<file path="src/rtl/lane_fetch_unit.sv">
// lane_fetch_unit
// ---------------
// Multi-lane instruction-fetch front end. Each lane keeps its own program
// counter and issues addresses to a synchronous-read instruction memory. The
// returned word is presented with its PC on a valid/ready interface. The unit
// supports single-cycle branch redirect with squash, and two modes:
//   mode = 1 : unified (lockstep); every lane follows lane 0
//   mode = 0 : split; every lane runs on its own
//
// Ports
//   clk, rst_n          clock (rising edge), async active-low reset
//   mode                1 = unified, 0 = split
//   br_valid/br_target  per-lane redirect request and target PC
//   imem_en/imem_addr   per-lane memory read enable and address
//   imem_rdata          per-lane read data (one cycle after the enabled address)
//   out_valid/out_ready per-lane instruction handshake
//   out_instr/out_pc    per-lane instruction word and its PC
//
// Optional build macro FETCH_PERF_EN adds perf_fetched and perf_squashed,
// per-lane 32-bit saturating counters of accepted and squashed fetches.
module lane_fetch_unit #(
    parameter int unsigned          LANES       = 2,
    parameter int unsigned          PC_W        = 32,
    parameter logic [PC_W-1:0]      RESET_PC    = {PC_W{1'b0}},
    parameter int unsigned          LANE_STRIDE = 512
) (
    input  logic                    clk,
    input  logic                    rst_n,
    input  logic                    mode,
    input  logic [LANES-1:0]        br_valid,
    input  logic [LANES*PC_W-1:0]   br_target,
    output logic [LANES-1:0]        imem_en,
    output logic [LANES*PC_W-1:0]   imem_addr,
    input  logic [LANES*32-1:0]     imem_rdata,
    output logic [LANES-1:0]        out_valid,
    input  logic [LANES-1:0]        out_ready,
    output logic [LANES*32-1:0]     out_instr,
    output logic [LANES*PC_W-1:0]   out_pc
`ifdef FETCH_PERF_EN
    ,
    output logic [LANES*32-1:0]     perf_fetched,
    output logic [LANES*32-1:0]     perf_squashed
`endif
);

    typedef enum logic [1:0] {
        ST_IDLE  = 2'd0,
        ST_RUN   = 2'd1,
        ST_HOLD  = 2'd2,
        ST_FLUSH = 2'd3
    } state_e;

    // Base address offset of a lane in the instruction memory (wraps to PC_W).
    function automatic logic [PC_W-1:0] lane_offset(input int unsigned lane);
        lane_offset = PC_W'(lane * LANE_STRIDE);
    endfunction

`ifdef FETCH_PERF_EN
    // Increment that sticks at all-ones.
    function automatic logic [31:0] sat_inc(input logic [31:0] v);
        if (v == 32'hFFFF_FFFF) begin
            sat_inc = v;
        end else begin
            sat_inc = v + 32'd1;
        end
    endfunction
`endif

    state_e             state_q    [LANES];
    state_e             state_d    [LANES];
    logic [PC_W-1:0]    fetch_pc_q [LANES];
    logic [PC_W-1:0]    fetch_pc_d [LANES];
    logic [PC_W-1:0]    out_pc_q   [LANES];
    logic [PC_W-1:0]    out_pc_d   [LANES];
    logic [LANES-1:0]   out_valid_q;
    logic [LANES-1:0]   out_valid_d;
    logic               mode_q;

    logic               ready_all_s;
    logic               mode_chg_s;
    logic [LANES-1:0]   ready_eff_s;
    logic [LANES-1:0]   kill_s;
    logic [LANES-1:0]   issue_s;
    logic [PC_W-1:0]    target_s   [LANES];

`ifdef FETCH_PERF_EN
    logic [31:0]        perf_fetched_q  [LANES];
    logic [31:0]        perf_fetched_d  [LANES];
    logic [31:0]        perf_squashed_q [LANES];
    logic [31:0]        perf_squashed_d [LANES];
`endif

    // Per-lane handshake qualification, redirect selection and next state.
    // In unified mode every lane sees lane 0's redirect and the AND of all
    // readies; a mode change loads every lane with lane 0's PC, so from then
    // on all lanes hold identical state and advance in lockstep.
    always_comb begin
        ready_all_s = &out_ready;
        mode_chg_s  = (mode != mode_q);
        for (int l = 0; l < LANES; l++) begin
            ready_eff_s[l] = mode ? ready_all_s : out_ready[l];
            kill_s[l]      = mode_chg_s | (mode ? br_valid[0] : br_valid[l]);
            if (mode_chg_s) begin
                target_s[l] = fetch_pc_q[0];
            end else if (mode) begin
                target_s[l] = br_target[0 +: PC_W];
            end else begin
                target_s[l] = br_target[l*PC_W +: PC_W];
            end

            // A new fetch is only issued when the output slot will be free at
            // the next edge; otherwise the memory would overwrite a word the
            // consumer has not taken yet.
            case (state_q[l])
                ST_RUN, ST_FLUSH: issue_s[l] = ~(out_valid_q[l] & ~ready_eff_s[l]);
                default:          issue_s[l] = 1'b0;
            endcase

            state_d[l]     = state_q[l];
            fetch_pc_d[l]  = fetch_pc_q[l];
            out_pc_d[l]    = out_pc_q[l];
            out_valid_d[l] = out_valid_q[l];

            if (kill_s[l]) begin
                // Redirect wins over HOLD and over a same-cycle handshake.
                state_d[l]     = ST_FLUSH;
                fetch_pc_d[l]  = target_s[l];
                out_valid_d[l] = 1'b0;
            end else begin
                case (state_q[l])
                    ST_IDLE: begin
                        state_d[l] = ST_RUN;
                    end
                    ST_RUN, ST_FLUSH: begin
                        if (issue_s[l]) begin
                            state_d[l]     = ST_RUN;
                            fetch_pc_d[l]  = fetch_pc_q[l] + {{(PC_W-1){1'b0}}, 1'b1};
                            out_pc_d[l]    = fetch_pc_q[l];
                            out_valid_d[l] = 1'b1;
                        end else begin
                            state_d[l] = ST_HOLD;
                        end
                    end
                    ST_HOLD: begin
                        if (ready_eff_s[l]) begin
                            // Held word is taken now; the next fetch goes out
                            // from RUN on the following cycle.
                            state_d[l]     = ST_RUN;
                            out_valid_d[l] = 1'b0;
                        end else begin
                            state_d[l] = ST_HOLD;
                        end
                    end
                    default: begin
                        state_d[l] = ST_IDLE;
                    end
                endcase
            end
        end
    end

    // Lane state, PC and output registers.
    always_ff @(posedge clk or negedge rst_n) begin
        if (!rst_n) begin
            for (int l = 0; l < LANES; l++) begin
                state_q[l]    <= ST_IDLE;
                fetch_pc_q[l] <= RESET_PC;
                out_pc_q[l]   <= {PC_W{1'b0}};
            end
            out_valid_q <= {LANES{1'b0}};
            mode_q      <= 1'b0;
        end else begin
            for (int l = 0; l < LANES; l++) begin
                state_q[l]    <= state_d[l];
                fetch_pc_q[l] <= fetch_pc_d[l];
                out_pc_q[l]   <= out_pc_d[l];
            end
            out_valid_q <= out_valid_d;
            mode_q      <= mode;
        end
    end

    // Output packing; memory data passes straight through as the instruction.
    always_comb begin
        imem_en   = issue_s;
        out_valid = out_valid_q;
        out_instr = imem_rdata;
        imem_addr = {(LANES*PC_W){1'b0}};
        out_pc    = {(LANES*PC_W){1'b0}};
        for (int l = 0; l < LANES; l++) begin
            imem_addr[l*PC_W +: PC_W] = fetch_pc_q[l] + lane_offset(l);
            out_pc[l*PC_W +: PC_W]    = out_pc_q[l];
        end
    end

`ifdef FETCH_PERF_EN
    // Next values of the performance counters.
    always_comb begin
        for (int l = 0; l < LANES; l++) begin
            if (out_valid_q[l] & ready_eff_s[l]) begin
                perf_fetched_d[l] = sat_inc(perf_fetched_q[l]);
            end else begin
                perf_fetched_d[l] = perf_fetched_q[l];
            end
            if (issue_s[l] & kill_s[l]) begin
                perf_squashed_d[l] = sat_inc(perf_squashed_q[l]);
            end else begin
                perf_squashed_d[l] = perf_squashed_q[l];
            end
        end
    end

    // Performance counter registers.
    always_ff @(posedge clk or negedge rst_n) begin
        if (!rst_n) begin
            for (int l = 0; l < LANES; l++) begin
                perf_fetched_q[l]  <= 32'd0;
                perf_squashed_q[l] <= 32'd0;
            end
        end else begin
            for (int l = 0; l < LANES; l++) begin
                perf_fetched_q[l]  <= perf_fetched_d[l];
                perf_squashed_q[l] <= perf_squashed_d[l];
            end
        end
    end

    // Counter output packing.
    always_comb begin
        for (int l = 0; l < LANES; l++) begin
            perf_fetched[l*32 +: 32]  = perf_fetched_q[l];
            perf_squashed[l*32 +: 32] = perf_squashed_q[l];
        end
    end
`endif

endmodule
</file>
<file path="config.mk">
export PLATFORM = sky130hd
export DESIGN_NAME = lane_fetch_unit
export DESIGN_NICKNAME = d
export VERILOG_FILES = /design/src/rtl/lane_fetch_unit.sv
export SDC_FILE = /design/constraint.sdc
export NUM_CORES = 1
export LEC_CHECK = 0
export CAP_MARGIN = 15
export CORE_UTILIZATION = 49
export CTS_CLUSTER_SIZE = 14
export DETAILED_ROUTE_END_ITERATION = 8
export PLACE_DENSITY_LB_ADDON = 0.05
export SYNTH_ARGS = -nofsm -noshare
export SYNTH_HDL_FRONTEND = slang
export SYNTH_SLANG_ARGS = --single-unit
</file>
<file path="constraint.sdc">
create_clock -name clk -period 6.65 [get_ports clk]
set_input_delay 1.995 -clock clk [delete_from_list [all_inputs] [get_ports clk]]
set_output_delay 1.995 -clock clk [all_outputs]
set_load 0.005 [all_outputs]
</file>
# Word level (Yosys, flattened, before mapping)
# Cells that the tools add are included.
totals:
  ff_bits: 135
  in_bits: 135
  out_inout_bits: 196
  elab_cells: 81
classes:
  addsub: 3
  n_eq_ne: 12
  mux: 30
  n_bitwise: 10
  n_reduce_logical: 17
op_table:
  columns: ["operator", "count"]
  rows:
  - ["32-bit 2-to-1 mux", 9]
  - ["32-bit by 1-bit adder with 32-bit output (second input constant)", 2]
  - ["32-bit by 10-bit adder with 32-bit output (second input constant)", 1]
  - ["3-bit AND reduction", 5]
  - ["2-bit 2-to-1 mux", 6]
  - ["3-bit inequality test (second input constant)", 4]
  - ["2-bit case mux with 3 select lines", 2]
  - ["1-bit 2-to-1 mux", 11]
  - ["2-bit equality test (second input constant)", 4]
  - ["2-bit nonzero test", 4]
  - ["1-bit NOT", 6]
  - ["3-bit nonzero test", 2]
  - ["2-bit by 1-bit equality test with 1-bit output (second input constant)", 2]
  - ["2-bit logical NOT", 2]
  - ["1-bit case mux with 2 select lines", 2]
  - ["2-bit AND reduction", 2]
  - ["2-bit OR reduction", 2]
  - ["1-bit bitwise AND", 2]
  - ["2-bit inequality test (second input constant)", 1]
  - ["1-bit OR", 2]
  - ["1-bit inequality test", 1]

# Longest topological paths before layout
depth:
  depth_word: 9
  depth_mapped: 9
  mapped_depth_nobuf: 6

# Least setup slack after synthesis
# Ideal clock, no wire load.
synth_timing:
  path_type: "input-to-output"
  startpoint: "input mode"
  endpoint: "output imem_en[1]"
  arrival_ns: 2.737
  required_ns: 4.655
  slack_ns: 1.918
  cell_stages: 4
  n_path_buf: 1
  path_cell_list: "buf_2 > nor2b_1 > o21a_1 > nor2_2"
synth_between:
  elab_chain_len: 5
synth_lines:
  columns: ["item", "line_no", "text"]
  rows:
  - ["from (decl)", "29", "input logic mode,"]
  - ["1-bit 2-to-1 mux", "101", "ready_eff_s[l] = mode ? ready_all_s : out_ready[l];"]
  - ["1-bit NOT", "115", "ST_RUN, ST_FLUSH: issue_s[l] = ~(out_valid_q[l] & ~ready_eff_s[l]);"]
  - ["1-bit bitwise AND", "115", null]
  - ["1-bit NOT", "115", null]
  - ["1-bit 2-to-1 mux", "114", "case (state_q[l])"]
  - ["to (decl)", "32", "output logic [LANES-1:0] imem_en,"]
# No other way between the ends.

# Final worst setup path
layout_timing:
  startpoint: "input out_ready[0]"
  endpoint: "output imem_en[1]"
layout_between:
  elab_chain_len: 6
layout_lines:
  columns: ["item", "line_no", "text"]
  rows:
  - ["from (decl)", "36", "input logic [LANES-1:0] out_ready,"]
  - ["2-bit AND reduction", "98", "ready_all_s = &out_ready;"]
  - ["1-bit 2-to-1 mux", "101", null]
  - ["1-bit NOT", "115", null]
  - ["1-bit bitwise AND", "115", null]
  - ["1-bit NOT", "115", null]
  - ["1-bit 2-to-1 mux", "114", null]
# No other way between the ends.

==> run_results.csv <==
group,metric,value,unit
place,dp_cells,1188,
timing,relSlewSlack,0.286,
yosys,yosysUniqueCellTypes,72,
cells_and_area,syn_to_final_growth,21.8,%
cells_and_area,diodes,0,
routing,routed_wl,27800,µm
routing,top_layer_used,"met4",
routing,drt-pass1-iter-count,6,
yosys,netlist_area,0.00876,mm²
clocking,numCtsBuffers,17,
yosys,synth-xor-area-share,0.0290,
clocking,cts_hold_buf,0,
routing,routed-via-count,7956,
routing,ant_nets,0,
routing,met3_length,2590,µm
yosys,netlist_instances,927,
timing,fin_crit,5.82,ns
routing,wl_met1,11400,µm
routing,via_per_inst,6.52,
floorplan,rows,48,
global_routing,grt_use_total,0.309,
global_routing,grt_max_degree,94,
floorplan,io_pins,331,
yosys,synth-edff-count,0,
worst_setup_path,slowest_stage,"clkdlybuf4s50_1",
global_routing,first_global_vias,7599,
pwr,p_per_area,327,mW/mm²
worst_setup_path,critPathBufInv,2,
clocking,clk_latency,0.44,ns
job,cap_viol_max_count,0,
place,dp_hpwl,19500,µm
yosys,avgSynthCellArea,9.45,µm²
clocking,htree_levels,4,
floorplan,die_h,136,µm
floorplan,die-area,0.0184,mm²
place,gp_congestion,0.897,
global_routing,grt_overflow_total,0,
yosys,async_flop_share,1.00,
clocking,cts_root_buffer,"clkbuf_16",
yosys,syn-num-nets,1065,
floorplan,coreArea,0.0174,mm²
worst_setup_path,worstPathRequired,4.66,ns
worst_setup_path,crit_chain,"clkdlybuf4s50_1, nor2b_1, o21a_1, nor2_2, clkdlybuf4s50_1",
pwr,p_leak,4.14,nW
routing,routedWlPerCell,22.8,µm
routing,route.met2.wl,12600,µm
cells_and_area,stdcell_count,1220,
outcome,status,"complete, no violations",
worst_setup_path,worstPathMaxFanout,8,
place,pre_cts_ws,0.831,ns
yosys,ys_ff_latch,135,
floorplan,die_x,136,µm
timing,worst_slack,0.826,ns
place,port_buffers,202,
timing,skew,0.0150,ns
yosys,synth_top_family_by_area,"compound AO/OA/AOI/OAI gates",
timing,rsz0062_at_grt,"false",
yosys,synthFlopType,"dfrtp_1",
cells_and_area,nets,1120,
worst_setup_path,cp-start-kind,"input port",
clocking,cts_resized,0,
clocking,clk_pin_slew,0.06,ns
global_routing,grt_pass1_wl,43200,µm
timing,final-hold-violation-count,0,
worst_setup_path,max_stage_delay,0.60,ns
yosys,synth-compound-area-share,0.191,
yosys,synth-seq-area-share,0.386,
timing,max_freq,172,MHz
worst_hold_path,hold_path_class,"reg -> reg",
worst_setup_path,path_delay_family,"buffers and inverters",
floorplan,start_util,0.505,
cells_and_area,design_area,0.0107,mm²
clocking,clockBufferDepth,2,
timing,finalMaxSlewViolations,0,
global_routing,antenna_found_initial,0,
cells_and_area,layout_common_cells,"200 x clkdlybuf4s50_1, 135 x dfrtp_1, 62 x mux2_2",
clocking,cts_sinks,135,
pwr,fin_total_pwr,3.49,mW
timing,worst_pin_slew,1.07,ns
routing,drtIter0Drc,775,
cells_and_area,layout_commonest_cell,"clkdlybuf4s50_1",
timing,fin_crit_sh,0.876,
timing,setup_viol,0,
place,placed_cell_area,0.0101,mm²
yosys,synth-simple-area-share,0.166,
yosys,ys_warn_count,0,
yosys,synth_adder_area_share,0.00429,
worst_setup_path,endpoint_kind,"output port",
yosys,synth_mux_area_frac,0.0911,
worst_setup_path,cp_common_cell,"clkdlybuf4s50_1",
timing,tns,0,ns
pwr,irDropWorstVdd,0.208,mV
clocking,postCtsSetupBuffers,0,
clocking,cts_tree,"yes",
routing,drc,0,
worst_setup_path,arrival,3.83,ns
cells_and_area,drive_gt1_frac,0.131,
worst_setup_path,critPathKind,"in -> out",
## layer usage
layer	vias to the layer above	track usage
met3	99	0.0692
met2	472	0.464
li1	3466	-
met5	-	0
met1	3919	0.413
met4	0	0.164
## where the power goes
group / internal, mW / switching (mW) / leakage [nW]
logic: 0.716 / 0.446 / 2.33
clock network: 0.593 / 0.387 / 0.277
registers: 1.05 / 0.293 / 1.54
total: 2.36 / 1.13 / 4.14
## synthesized netlist by cell type, drive strengths merged (4+ instances only)
| master | count | area share |
|---|---|---|
| nand3 | 32 | 0.021 |
| nand4 | 22 | 0.021 |
| nor2 | 35 | 0.015 |
| a31oi | 18 | 0.013 |
| o31ai | 5 | 0.0043 |
| o22a | 8 | 0.0080 |
| mux2i | 10 | 0.011 |
| xnor2 | 13 | 0.013 |
| o21a | 6 | 0.0051 |
| inv | 22 | 0.0094 |
| a22oi | 4 | 0.0034 |
| and2 | 6 | 0.0043 |
| nand2 | 60 | 0.026 |
| o2bb2ai | 4 | 0.0040 |
| a211o | 4 | 0.0040 |
| clkbuf | 46 | 0.020 |
| nor2b | 4 | 0.0029 |
| nand2b | 5 | 0.0036 |
| a221oi | 40 | 0.040 |
| or4 | 5 | 0.0047 |
| dfrtp | 135 | 0.39 |
| mux2 | 62 | 0.080 |
| o22ai | 27 | 0.019 |
| or3 | 7 | 0.0050 |
| and4 | 4 | 0.0041 |
| xor2 | 16 | 0.016 |
| a2bb2oi | 8 | 0.0080 |
| nor4b | 5 | 0.0057 |
| buf | 131 | 0.10 |
| nor3 | 24 | 0.014 |
| a21oi | 50 | 0.029 |
| a211oi | 8 | 0.0069 |
| a311oi | 5 | 0.0050 |
| o21ai | 27 | 0.015 |
| nor4 | 12 | 0.015 |
| and3 | 19 | 0.014 |
## worst reg2reg max path: cells and delay by family, from the launching register on
family                    cells  cell delay, ns
xor gates and xnor gates      1            0.17
and+or+nand+nor               4            1.53
DFF                           1            0.76
buffers and inverters         2            0.64
## kinds of logic after synthesis
family                     after synthesis
xor gates and xnor gates                29
DFF                                    135
AOI/OAI and AO/OA                      240
adders and majority gates                3
buffers and inverters                  199
and+or+nand+nor                        249
muxes                                   72
## area by class of cell
| class | instances | area [µm²] |
|---|---|---|
| Clock buffer | 19 | 433 |
| Timing Repair Buffer | 213 | 2100 |
| Clock inverter | 13 | 171 |
| Tap cell | 225 | 282 |
| Fill cell | 1539 | 6690 |
| Multi-Input combinational cell | 593 | 4220 |
| Inverter | 22 | 82.6 |
| Sequential cell | 135 | 3380 |
## worst paths after layout
check	startpoint	end	slack (ns)	depth (start not counted)
max reg2reg	mode_q$_DFF_PN0_	fetch_pc_q[55]$_DFFE_PN0P_	3.44	7
max in group asynchronous	rst_n	out_pc[17]$_DFFE_PN0P_	3.94	2
max	out_ready[0]	imem_en[1]	0.83	5
min in group asynchronous	rst_n	out_pc[56]$_DFFE_PN0P_	1.61	1
min reg2reg	out_pc[31]$_DFFE_PN0P_	out_pc[31]$_DFFE_PN0P_	0.47	2
min	out_pc[31]$_DFFE_PN0P_	out_pc[31]$_DFFE_PN0P_	0.47	2
## stage by stage
stage | hold slack [ns] | util
after floorplan | 0.473 | -
after global placement | 0.462 | 0.580
after detailed placement | 0.471 | 0.580
after CTS | 0.484 | 0.615
after global routing | 0.520 | 0.615
final | 0.474 | 0.615
## sequential cells by signal, summed over array words and instances (netlist names)
register and flops:
out_pc 64, state_q 4, fetch_pc_q 64, out_valid 2
mode_q 1
Note: power is estimated with default switching activity, not from simulation.
